<file path="src/rtl/tdc_thermo_accum.sv">
// tdc_thermo_accum: bubble-filters and decodes TDC thermometer codes, then
// accumulates a programmable number of samples into sum, min and max.
//
// Ports:
//   clock, reset          block clock, asynchronous active-high reset
//   tdc_dout, tdc_valid   thermometer code (bit 0 = least-delayed tap) and strobe
//   start                 begins a measurement (honoured in IDLE only)
//   busy                  high while collecting samples
//   sample_valid/value    per-sample decoded leading-ones count
//   result_valid/ready    completed measurement handshake
//   result_sum/min/max    accumulated statistics
//   overrange             sticky: an accumulated sample was all ones
//
// Build option: define TDC_MINMAX_EN to build the min/max trackers; otherwise
// result_min and result_max are tied to zero.
module tdc_thermo_accum #(
    parameter int DATA_WIDTH   = 252,
    parameter int LOG2_SAMPLES = 4,
    localparam int PW          = $clog2(DATA_WIDTH + 1)
) (
    input  logic                       clock,
    input  logic                       reset,
    input  logic [DATA_WIDTH-1:0]      tdc_dout,
    input  logic                       tdc_valid,
    input  logic                       start,
    output logic                       busy,
    output logic                       sample_valid,
    output logic [PW-1:0]              sample_value,
    output logic                       result_valid,
    input  logic                       result_ready,
    output logic [PW+LOG2_SAMPLES-1:0] result_sum,
    output logic [PW-1:0]              result_min,
    output logic [PW-1:0]              result_max,
    output logic                       overrange
);
    localparam int SW = PW + LOG2_SAMPLES;
    localparam logic [LOG2_SAMPLES:0] LAST = (LOG2_SAMPLES + 1)'((2 ** LOG2_SAMPLES) - 1);

    typedef enum logic [1:0] {IDLE, RUN, DONE} state_t;
    state_t state, next;

    logic [DATA_WIDTH+1:0] pad;
    logic [DATA_WIDTH-1:0] filt, m;
    logic [PW-1:0]         lead;
    logic                  v1, t1, t2, acc, last;
    logic [LOG2_SAMPLES:0] cnt;
    logic [SW-1:0]         sum;

    // Boundary taps: below bit 0 reads as one, above the top reads as zero.
    assign pad  = {1'b0, tdc_dout, 1'b1};
    assign filt = (pad[DATA_WIDTH-1:0] & pad[DATA_WIDTH:1])
                | (pad[DATA_WIDTH-1:0] & pad[DATA_WIDTH+1:2])
                | (pad[DATA_WIDTH:1]   & pad[DATA_WIDTH+1:2]);

    // Position of the lowest zero; ones above it are ignored.
    always_comb begin
        lead = PW'(DATA_WIDTH);
        for (int i = DATA_WIDTH - 1; i >= 0; i--)
            if (!m[i]) lead = PW'(i);
    end

    // t1/t2 tag samples captured while busy, so codes arriving before the
    // measurement started never count.
    always_ff @(posedge clock or posedge reset) begin
        if (reset) begin
            m            <= '0;
            v1           <= 1'b0;
            t1           <= 1'b0;
            t2           <= 1'b0;
            sample_valid <= 1'b0;
            sample_value <= '0;
        end else begin
            v1           <= tdc_valid;
            t1           <= tdc_valid && state == RUN;
            t2           <= t1;
            sample_valid <= v1;
            if (tdc_valid) m <= filt;
            if (v1) sample_value <= lead;
        end
    end

    assign acc  = sample_valid && t2 && state == RUN;
    assign last = acc && cnt == LAST;

    always_ff @(posedge clock or posedge reset) begin
        if (reset) state <= IDLE;
        else       state <= next;
    end

    always_comb begin
        next = (state == IDLE && start)        ? RUN  :
               (state == RUN  && last)         ? DONE :
               (state == DONE && result_ready) ? IDLE : state;
    end

    always_comb begin
        busy         = state == RUN;
        result_valid = state == DONE;
    end

    always_ff @(posedge clock or posedge reset) begin
        if (reset) begin
            sum       <= '0;
            cnt       <= '0;
            overrange <= 1'b0;
        end else if (state == IDLE && start) begin
            sum       <= '0;
            cnt       <= '0;
            overrange <= 1'b0;
        end else if (acc) begin
            sum       <= sum + SW'(sample_value);
            cnt       <= cnt + 1'b1;
            overrange <= overrange | (sample_value == PW'(DATA_WIDTH));
        end
    end

    assign result_sum = sum;

`ifdef TDC_MINMAX_EN
    logic [PW-1:0] min_q, max_q;

    always_ff @(posedge clock or posedge reset) begin
        if (reset) begin
            min_q <= '1;
            max_q <= '0;
        end else if (state == IDLE && start) begin
            min_q <= '1;
            max_q <= '0;
        end else if (acc) begin
            min_q <= sample_value < min_q ? sample_value : min_q;
            max_q <= sample_value > max_q ? sample_value : max_q;
        end
    end

    assign result_min = min_q;
    assign result_max = max_q;
`else
    assign result_min = '0;
    assign result_max = '0;
`endif

endmodule

</file>
<file path="config.mk">
export PLATFORM = sky130hd
export DESIGN_NAME = tdc_thermo_accum
export DESIGN_NICKNAME = d
export VERILOG_FILES = /design/src/rtl/tdc_thermo_accum.sv
export SDC_FILE = /design/constraint.sdc
export NUM_CORES = 1
export LEC_CHECK = 0
export BUFFER_PORTS_ARGS = -buffer_cell sky130_fd_sc_hd__buf_2
export CAP_MARGIN = 0
export CORE_AREA = 2 2 175 177
export DETAILED_ROUTE_END_ITERATION = 7
export DIE_AREA = 0 0 177 179
export PLACE_DENSITY = 0.81
export SYNTH_ARGS = -nofsm -noshare
export SYNTH_HDL_FRONTEND = slang
export SYNTH_SLANG_ARGS = --single-unit
</file>
<file path="constraint.sdc">
create_clock -name clock -period 8.96 [get_ports clock]
set_input_delay 0.448 -clock clock [delete_from_list [all_inputs] [get_ports clock]]
set_output_delay 0.448 -clock clock [all_outputs]
set_load 0.02 [all_outputs]
</file>
# Yosys cells after proc, flatten, opt, wreduce, memory -nomap -nowiden
# Cells that the tools add are included.
dict set report word_totals {
  register_bits 284
  in_bits 257
  out_inout_bits 40
  elab_cells 293
}
dict set report classes {
  addsub 2
  n_eq_ne 4
  muxes 261
  bitwise 6
  reduce_logical 10
}
# operator n
set op_table {}
lappend op_table {{two-way mux 8 bit} 251}
lappend op_table {{AND 252 x 251 -> 252 bit} 2}
lappend op_table {{bitwise OR 252 bit} 2}
lappend op_table {{AND 252 bit} 1}
lappend op_table {{two-way mux 12 bit} 2}
lappend op_table {{adder 12 x 8 -> 12 bit} 1}
lappend op_table {{two-way mux 5 bit} 2}
lappend op_table {{== test 8 bit (second input constant)} 1}
lappend op_table {{logical AND 1 bit} 7}
lappend op_table {{two-way mux 2 bit} 3}
lappend op_table {{adder 5 x 1 -> 5 bit (second input constant)} 1}
lappend op_table {{== test 5 x 4 -> 1 bit (second input constant)} 1}
lappend op_table {{two-way mux 3 bit} 1}
lappend op_table {{nonzero test 3 bit} 1}
lappend op_table {{== test 2 x 1 -> 1 bit (second input constant)} 1}
lappend op_table {{== test 2 bit (second input constant)} 1}
lappend op_table {{logical NOT 2 bit} 1}
lappend op_table {{two-way mux 1 bit} 2}
lappend op_table {{nonzero test 2 bit} 1}
lappend op_table {{bitwise OR 1 bit} 1}

# Longest topological paths before layout
dict set report depth {
  depth_word 252
  mapped_depth 10
  depth_no_buf 10
}

# Worst setup path after synthesis
# Ideal clock, no wire load.
dict set report synth_path {
  kind {flip-flop to flip-flop}
  start {register sample_value[0]}
  end {register sum[10] (netlist: result_sum[10])}
  setup_time_ns 0.134
  arrival_time_ns 2.142
  t_required_ns 8.826
  slack_ns 6.684
  path_stages_with_launch 11
  n_path_buf 0
  synth_period_minus_slack_ns 2.276
  path_cell_list {dfrtp_1 > ha_1 > inv_1 > fa_1 > nor2b_1 > o21ai_0 > a21boi_0 > o21ai_0 > a21boi_0 > o31ai_1 > mux2i_1}
}
dict set report synth_via {
  elab_chain_len 3
}
# element line
set synth_lines {}
lappend synth_lines {{start, declared} 28} ;# output logic [PW-1:0] sample_value,
lappend synth_lines {{start signal, assigned} 78} ;# if (v1) sample_value <= lead;
lappend synth_lines {{adder 12 x 8 -> 12 bit} 111} ;# sum <= sum + SW'(sample_value);
lappend synth_lines {{two-way mux 12 bit} 110} ;# end else if (acc) begin
lappend synth_lines {{two-way mux 12 bit} 106} ;# end else if (state == IDLE && start) begin
lappend synth_lines {{end signal, assigned} 111}
lappend synth_lines {{end, declared} 47} ;# logic [SW-1:0] sum;
# No other way between the ends. The select of a mux whose other input is x is not followed.
# A chain may end at the register's enable or synchronous reset.

# Final worst setup path
dict set report layout_path {
  start {register m[89]}
  end {register sample_value[0]}
}
dict set report layout_via {
  elab_chain_len 90
}
# element line
set layout_lines {}
lappend layout_lines {{start, declared} 43} ;# logic [DATA_WIDTH-1:0] filt, m;
lappend layout_lines {{start signal, assigned} 77} ;# if (tdc_valid) m <= filt;
lappend layout_lines {{two-way mux 8 bit (90 in series)} 59} ;# if (!m[i]) lead = PW'(i);
# No other way between the ends.

==> impl_metrics.toml <==
[critical_path]
required_ps = 9360
crit_type = "flip-flop to flip-flop"
arrival_ps = 3380
startpoint_type = "flip-flop"
crit_path_end_kind = "flip-flop"
worstPathMaxFanout = 4
rr_worst_depth = 7

[timing]
slew_viol_final = 0
fin_crit_ps = 2980
hold_violations = 0
skew_ps = 21.1
setup_violations = 0
setup_tns_ps = 0
slew_headroom_pct = 24.2
worst_pin_slew_ps = 1140
finalCritPeriodShare_pct = 33.3
rsz0062_at_grt = "no"
timing.fmax_mhz = 336

[floorplanning]
dieWidth_um = 177
num_rows = 64
coreArea_um2 = 30000
die_y_um = 179
start_util_pct = 55.6
dieArea_um2 = 31700
ioPinCount = 297

[finish]
n_fill_cell = 2363
n_antenna_cell = 0
seqCellArea_um2 = 7110
multiInputGateArea_um2 = 9160
area_delta_synth_final_pct = 16.7
drive_above_1_share_pct = 28.8
nNetsFinal = 2146
final_cell_area_um2 = 19500

[global_route]
overflow = 0
grt_pass1_wl_um = 66500
grt_max_degree = 153
grt_use_total_pct = 26.0
antenna_found_initial = 0
first_global_vias = 13384

[logic_synthesis]
ys_types = 66
synth-seq-cells = 284
ys_warn_count = 0
synthFlopType = "dfrtp_1"
netlist_instances = 1599
synth-edff-count = 0
syn_avg_cell_area_um2 = 10.4
ys_seq_area_share_pct = 42.6
ys_async_sr_fraction_pct = 100
netlist_area_um2 = 16700

[power]
powerDensity_nw_per_um2 = 187
p_leak_nw = 7.93
peakVddDrop_v = 0.000136

[outcome]
status = "completed"

[clock_tree]
cts_tree = "yes"
clock_path_buffers = 3
post_cts_buffers = 0
clkTransAtPathRegs_ps = 60
postCtsHoldBufs = 0
cts_sinks = 284
ctsHtreeMaxLevel = 1
root_buffer = "clkbuf_16"
ctsResizeCount = 0
clk_latency_ps = 560
numCtsBuffers = 29

[routing]
route.detailed.drc = 0
drt_first_pass_iters = 5
vias = 13783
routedWlPerCell_um = 18.3
drt_iter0_markers = 859
drt_wl_total_um = 41900
routed_via_density = 6.01
drtAntennaViolNets = 0

[hold_path]
hp-class = "input port to asynchronous set/reset pin"

[placement]
io_buffers = 280
gp_congestion = 0.913
dp_hpwl_um = 31500
dpl_cell_area_um2 = 18400

[run]
drv_cap = 0
[path summary, 6_finish.rpt]
| check | slack [ps] | end | start |
|---|---|---|---|
| max | 5980 | sample_value[0] | m[89] |
| min in group clock | 230 | m[0] | tdc_dout[0] |
| min | 130 | m[32] | reset |
| max reg2reg | 5980 | sample_value[0] | m[89] |
| min reg2reg | 360 | t2 | t1 |
| max in group asynchronous | 7270 | m[172] | reset |
[cells by family after synthesis]
| group | share of synthesized area, % |
|---|---|
| other cells | 0.0225 |
| mux | 14.0 |
| flops | 42.6 |
| compound gates | 10.6 |
| simple gates | 13.6 |
| xor+xnor | 0.420 |
| buf+inv | 2.86 |
| fa+ha+maj | 15.9 |
[power breakdown]
part           leakage, nW  switching, mW  total (mW)  internal, mW
clock network        0.501          0.512        1.29         0.782
registers             3.38          0.200        1.66          1.46
logic                 4.06          0.358       0.684         0.326
[final cells by class]
| cell class | instances | area share (%) |
|---|---|---|
| clock buffers | 36 | 4.17 |
| inverters | 60 | 1.20 |
| clock inverters | 15 | 1.09 |
| repair buffers | 284 | 7.47 |
| multi-input cells | 1219 | 47.0 |
| well taps | 396 | 2.54 |
| flip-flops and latches | 284 | 36.5 |
[stage by stage]
step	instances	util, %	worst slack, ps	power, mW	hold slack (ps)
finish	2294	64.8	5980	3.63	131
global placement	2243	61.4	6110	2.31	336
detailed placement	2243	61.4	6110	2.35	336
global route	2294	64.8	5930	3.81	214
CTS	2294	64.8	6060	3.65	156
floorplan	1614	-	676	2.08	331
[metal layers]
metal  share of wire (%)  vias to the layer above  wire length (µm)  global-route usage [%]
met1                  44                     6742             18500                    35.6
met5                   0                        -                 0                       0
met3                 5.0                       73              2100                    2.82
li1                    -                     6533                 -                       -
met4                 2.8                        0              1160                    7.75
met2                  48                      435             20100                    43.9
[flip-flops by register name (all words and copies together) (netlist names), 2 cells and up]
register      count
state             2
sample_value      8
m               252
result_sum       12
cnt               5
[layout by cell type (no fill, tap or decap), drive strengths merged, types with 5 or more instances in the layout]
cell type	synthesis	final
maj3	250	250
o21bai	7	7
and4	5	5
clkbuf	31	36
buf	20	284
mux2	207	207
a21boi	14	14
o31ai	6	6
and2	8	8
nor3	19	19
ha	10	10
dfrtp	284	284
a211oi	8	8
nand4	86	86
nor4	13	13
a21oi	41	41
o2111ai	13	13
or4	6	6
nor2	49	49
a311oi	5	5
bufinv	0	5
inv	60	61
nor2b	26	26
a21o	9	9
clkinv	0	6
conb	1	16
xor2	5	5
o21ai	103	103
nand3	42	42
and3	11	11
a31oi	20	20
nand2	159	159
a2111oi	7	7
o211ai	10	10
nand2b	11	11
[synth_stat cells, types with 8 or more instances]
cell type | number | area share (%)
o21ai_0 | 103 | 3.1
clkbuf_1 | 31 | 0.70
o211ai_1 | 10 | 0.45
maj3_1 | 250 | 15
a211oi_1 | 8 | 0.36
nor2_1 | 49 | 1.1
a21oi_1 | 41 | 1.2
nand3_1 | 42 | 1.3
and2_1 | 8 | 0.30
nand2b_1 | 11 | 0.41
ha_1 | 10 | 0.75
a21boi_0 | 13 | 0.58
dfrtp_1 | 284 | 43
nand4_1 | 85 | 3.2
nand2_1 | 159 | 3.6
nor3_1 | 19 | 0.57
nor2b_1 | 26 | 0.97
o2111ai_1 | 13 | 0.68
mux2_2 | 207 | 14
a21o_1 | 9 | 0.40
buf_4 | 16 | 0.72
nor4_1 | 13 | 0.49
inv_1 | 60 | 1.3
and3_1 | 11 | 0.41
a31oi_1 | 20 | 0.75
[worst max-delay path: stages, from the launching register on]
cell	delay, ps
dfrtp_1	390
nand2b_1	120
a21boi_0	90
or4_1	570
nor4b_1	730
o2111ai_1	350
o221ai_1	430
a21oi_1	140
Power figures use the tool's default switching activity.
